### config.mk
export PLATFORM = sky130hd
export DESIGN_NAME = gray_counter_encoder
export DESIGN_NICKNAME = d
export VERILOG_FILES = /design/src/rtl/gray_counter_encoder.sv
export SDC_FILE = /design/constraint.sdc
export NUM_CORES = 1
export LEC_CHECK = 0
export ABC_AREA = 1
export CELL_PAD_IN_SITES_DETAIL_PLACEMENT = 0
export CELL_PAD_IN_SITES_GLOBAL_PLACEMENT = 1
export CORE_MARGIN = 2
export CORE_UTILIZATION = 28
export CTS_CLUSTER_SIZE = 12
export DETAILED_ROUTE_END_ITERATION = 7
export GPL_TIMING_DRIVEN = 0
export HOLD_SLACK_MARGIN = 0.03
export PLACE_DENSITY_LB_ADDON = 0.1
export SETUP_SLACK_MARGIN = 0.15
export SYNTH_ARGS = -nofsm -noshare
export SYNTH_HDL_FRONTEND = slang
export SYNTH_SLANG_ARGS = --single-unit
### constraint.sdc
create_clock -name clk -period 1.2 [get_ports clk]
set_input_delay 0.3 -clock clk [delete_from_list [all_inputs] [get_ports clk]]
set_output_delay 0.3 -clock clk [all_outputs]
set_load 0.05 [all_outputs]
### src/rtl/gray_counter_encoder.sv
// Up/down binary counter with a registered Gray-code copy and wrap pulse.
// binary and gray are both loaded from the same next-state value, so they never skew.
module gray_counter_encoder #(
    parameter int WIDTH = 4
) (
    input  logic             clk,
    input  logic             rst,
    input  logic             en,
    input  logic             up,
    input  logic             load,
    input  logic [WIDTH-1:0] load_bin,
    output logic [WIDTH-1:0] binary,
    output logic [WIDTH-1:0] gray,
    output logic             wrap
);

    logic [WIDTH-1:0] binary_q, binary_d;
    logic [WIDTH-1:0] gray_q, gray_d;
    logic             wrap_q, wrap_d;

    always_comb begin
        binary_d = binary_q;
        wrap_d   = 1'b0;
        if (load) begin
            binary_d = load_bin;
        end else if (en && up) begin
            binary_d = binary_q + 1'b1;
            wrap_d   = &binary_q;
        end else if (en) begin
            binary_d = binary_q - 1'b1;
            wrap_d   = ~|binary_q;
        end
        // Encode the next value so the Gray register lands in the same edge as binary.
        gray_d = binary_d ^ (binary_d >> 1);
    end

    always_ff @(posedge clk or posedge rst) begin
        if (rst) begin
            binary_q <= '0;
            gray_q   <= '0;
            wrap_q   <= 1'b0;
        end else begin
            binary_q <= binary_d;
            gray_q   <= gray_d;
            wrap_q   <= wrap_d;
        end
    end

    assign binary = binary_q;
    assign gray   = gray_q;
    assign wrap   = wrap_q;

endmodule

==> impl_metrics.py <==
metrics = {
    "global_route": {
        "grt_overflow": 0,
        "first_global_vias": 547,
        "grt_max_degree": 9,
        "grt_pass1_wl_um": 2310,
        "grt_util_all_layers": 0.129,
        "antenna_found_initial": 0,
    },
    "power_and_ir_drop": {
        "ir_worst_vdd_mv": 0.950,
        "powerDensity_mw_per_mm2": 1150,
        "power_leakage_nw": 0.428,
    },
    "route": {
        "wl_met1_um": 557,
        "route.detailed.drc": 0,
        "drtPass1Iterations": 2,
        "top_layer": "met3",
        "vias": 550,
        "met3WireLength_um": 63,
        "postRouteAntennaNets": 0,
        "via_per_inst": 4.47,
        "drt_iter0_drc": 9,
        "routed_wl_um": 1310,
        "wl_per_cell_um": 10.6,
        "met2_length_um": 683,
    },
    "cells_and_area": {
        "areaGrowthSynthToFinish_pct": 71.9,
        "drive_gt1_frac": 0.563,
        "final_cell_area_um2": 951,
        "utilization": 0.500,
        "final-instance-count-excl-fill": 123,
        "num_antenna_cells": 0,
        "num-nets-final": 110,
        "fillers": 182,
    },
    "critical_path": {
        "cp_cell_sequence": "ha_2 > nand3_2 > nand3_1 > nand3_2 > nand2_2 > xor2_1",
        "r2r_cells": 6,
        "crit_path_end_kind": "flop",
        "crit_type": "flop to flop",
        "rr_endpoint": "gray[1]",
        "reg2reg_from": "binary[0]",
        "worst_path_most_repeated_cell": "nand3_2",
        "crit_fanout": 5,
        "crit_arrival_ns": 1.43,
        "start_kind": "flop",
        "r2r_slack_ns": -0.1,
        "critPathSlowestCell": "dfrtp_2",
        "crit_required_ns": 1.33,
        "crit_path_max_incr_delay_ns": 0.45,
    },
    "synthesis": {
        "synth_cells": 70,
        "ys_seq_elements": 8,
        "synth-xor-area-share": 0.0317,
        "synth_common_cells": "15 x nand2_1, 12 x nand3_1, 8 x dfrtp_1, 6 x inv_1, 6 x nor2_1",
        "synth_area_per_cell_um2": 7.90,
        "netlist_area_um2": 553,
        "synthArstFlopShare": 1.00,
        "synth-edff-count": 0,
        "muxShareOfSynthArea": 0,
        "synth-seq-area-share": 0.362,
        "synth_area_leaders": "dfrtp_1 36%, nand3_1 11%, nand2_1 10%, ha_1 6.8%, nand3_2 5.4%",
        "synth_cell_type_count": 18,
        "synth-compound-area-share": 0.0679,
        "syn_nets": 82,
        "synth_ff_type": "dfrtp_1",
        "yosys_warnings": 0,
        "synth_top_cell_by_area": "dfrtp_1",
        "synthAdderAreaFrac": 0.0679,
        "synth-simple-area-share": 0.396,
        "synth_top_family_by_area": "simple AND/OR/NAND/NOR gates",
        "synth.most_common_cell": "nand2_1",
        "synth_top_area_share": 0.362,
    },
    "clock_tree": {
        "holdBufCountCts": 0,
        "cts_tree": "done",
        "path_clk_slew_ns": 0.05,
        "clk_latency_ns": 0.25,
        "cts_buffer_depth": 2,
        "numCtsBuffers": 3,
        "htree_levels": 1,
        "clock-root-buffer": "clkbuf_4",
        "clock_sinks": 8,
    },
    "timing": {
        "finalCritPeriodShare": 1.08,
        "drv_slew": 0,
        "fmax_mhz": 770,
        "report.final.setup_viol": 6,
        "finClkSkew_ns": 0.00164,
        "holdWs_ns": 0.286,
        "slew_headroom": 0.813,
        "rsz0062_at_grt": "yes",
        "layout_min_cycle_time_ns": 1.30,
        "hold_viol_final": 0,
        "setup_ws_ns": -0.0990,
        "tns_ns": -0.475,
        "worst_pin_slew_ns": 0.280,
    },
    "floorplanning": {
        "io_pins": 18,
        "die_area_mm2": 0.00235,
        "die_height_um": 48.4,
        "start_util": 0.291,
        "chipWidth_um": 48.4,
        "num_rows": 16,
        "core_mm2": 0.00190,
    },
    "placed_design": {
        "post_dp_cell_area_um2": 795,
        "dp_cells": 114,
        "io_buffer_count": 17,
        "gp_congestion": 0.747,
        "dp_hpwl_um": 993,
    },
    "flow_run": {
        "cap_violations": 0,
    },
    "run_status": {
        "violations": "setup timing",
        "status": "complete, but fails checks",
    },
    "min_path": {
        "holdCritPathClass": "primary input to async pin",
    },
}
## cells by family (layout without fill, tap and decap cells)
group	after synthesis	after routing
XOR/XNOR	2	2
flip-flops	8	8
adder cells (fa/ha/maj)	3	3
AND/OR/NAND/NOR	44	44
AO/OA/AOI/OAI	3	3
buffers and inverters	10	36
## state kept, by name (all words and copies together), names as in the netlist
name	flops
gray	3
wrap	1
binary	4
## where the power goes
part / leakage (nW) / internal (mW) / switching [mW] / total [mW]
clock network: 0.0138 / 0.114 / 0.0808 / 0.194
registers: 0.0924 / 0.311 / 0.0386 / 0.349
logic: 0.322 / 0.229 / 0.317 / 0.546
total: 0.428 / 0.653 / 0.436 / 1.09
## cell type report
class / count / area, um2 / share of cell area
multi-input combinational: 52 / 398 / 0.418
clock buffer: 3 / 22.5 / 0.0237
sequential: 8 / 205 / 0.216
timing repair buffer: 23 / 238 / 0.250
buffer: 1 / 15.0 / 0.0158
tap: 27 / 33.8 / 0.0355
inverter: 9 / 38.8 / 0.0408
## layer usage
metal  vias up  GRT usage
li1        278          -
met1       256      0.154
met2        16      0.215
met3         0     0.0556
met4         0     0.0286
met5         -          0
## worst max-delay path: cells and delay by family, from the launching register on
kind                       cells  cell delay (ns)
DFF                            1             0.45
xor gates and xnor gates       1             0.15
and+or+nand+nor                4             0.37
adders and majority gates      1             0.21
## how the worst max path moves through the flow
| stage | startpoint | slack (ns) | end | cells after the start |
|---|---|---|---|---|
| 2_1_floorplan | binary[0] | -0.21 | gray[1] | 8 |
| 3_3_place_gp | en | -0.53 | gray[2] | 9 |
| 5_1_grt | binary[0] | -0.21 | gray[0] | 6 |
| 3_5_place_dp | en | -0.54 | gray[2] | 9 |
| 4_1_cts | binary[0] | -0.13 | gray[1] | 6 |
| 6_report | binary[0] | -0.1 | gray[1] | 6 |
## stage by stage
stage	power [mW]	worst slack, ns
6_report	1.09	-0.0990
5_1_grt	1.18	-0.209
4_1_cts	1.09	-0.135
3_5_place_dp	0.805	-0.537
3_3_place_gp	0.803	-0.530
2_1_floorplan	0.655	-0.208
## layout by cell type (no fill, tap or decap), types with 2 or more instances in the layout
cell type / netlist / routed
buf_4: 1 / 4
nand3_1: 12 / 7
buf_8: 0 / 4
inv_2: 2 / 3
buf_6: 0 / 8
xor2_1: 2 / 2
dlygate4sd2_1: 0 / 2
nand2_1: 15 / 9
nand4_1: 2 / 2
nand2_2: 3 / 9
dfrtp_1: 8 / 4
inv_4: 0 / 2
ha_4: 0 / 2
or2_1: 2 / 2
dfrtp_2: 0 / 4
inv_1: 6 / 3
clkbuf_4: 0 / 3
nor2_1: 6 / 5
nand3_2: 3 / 7
clkdlybuf4s50_1: 0 / 5
## repair_timing
action / 4_1_cts / 5_1_grt
buffers inserted: 5 / 1
gates resized for setup: 82 / 7
endpoints found under the setup margin: 17 / 16
pin swaps: 10 / 1
No activity file was read; power rests on OpenSTA's default activity.
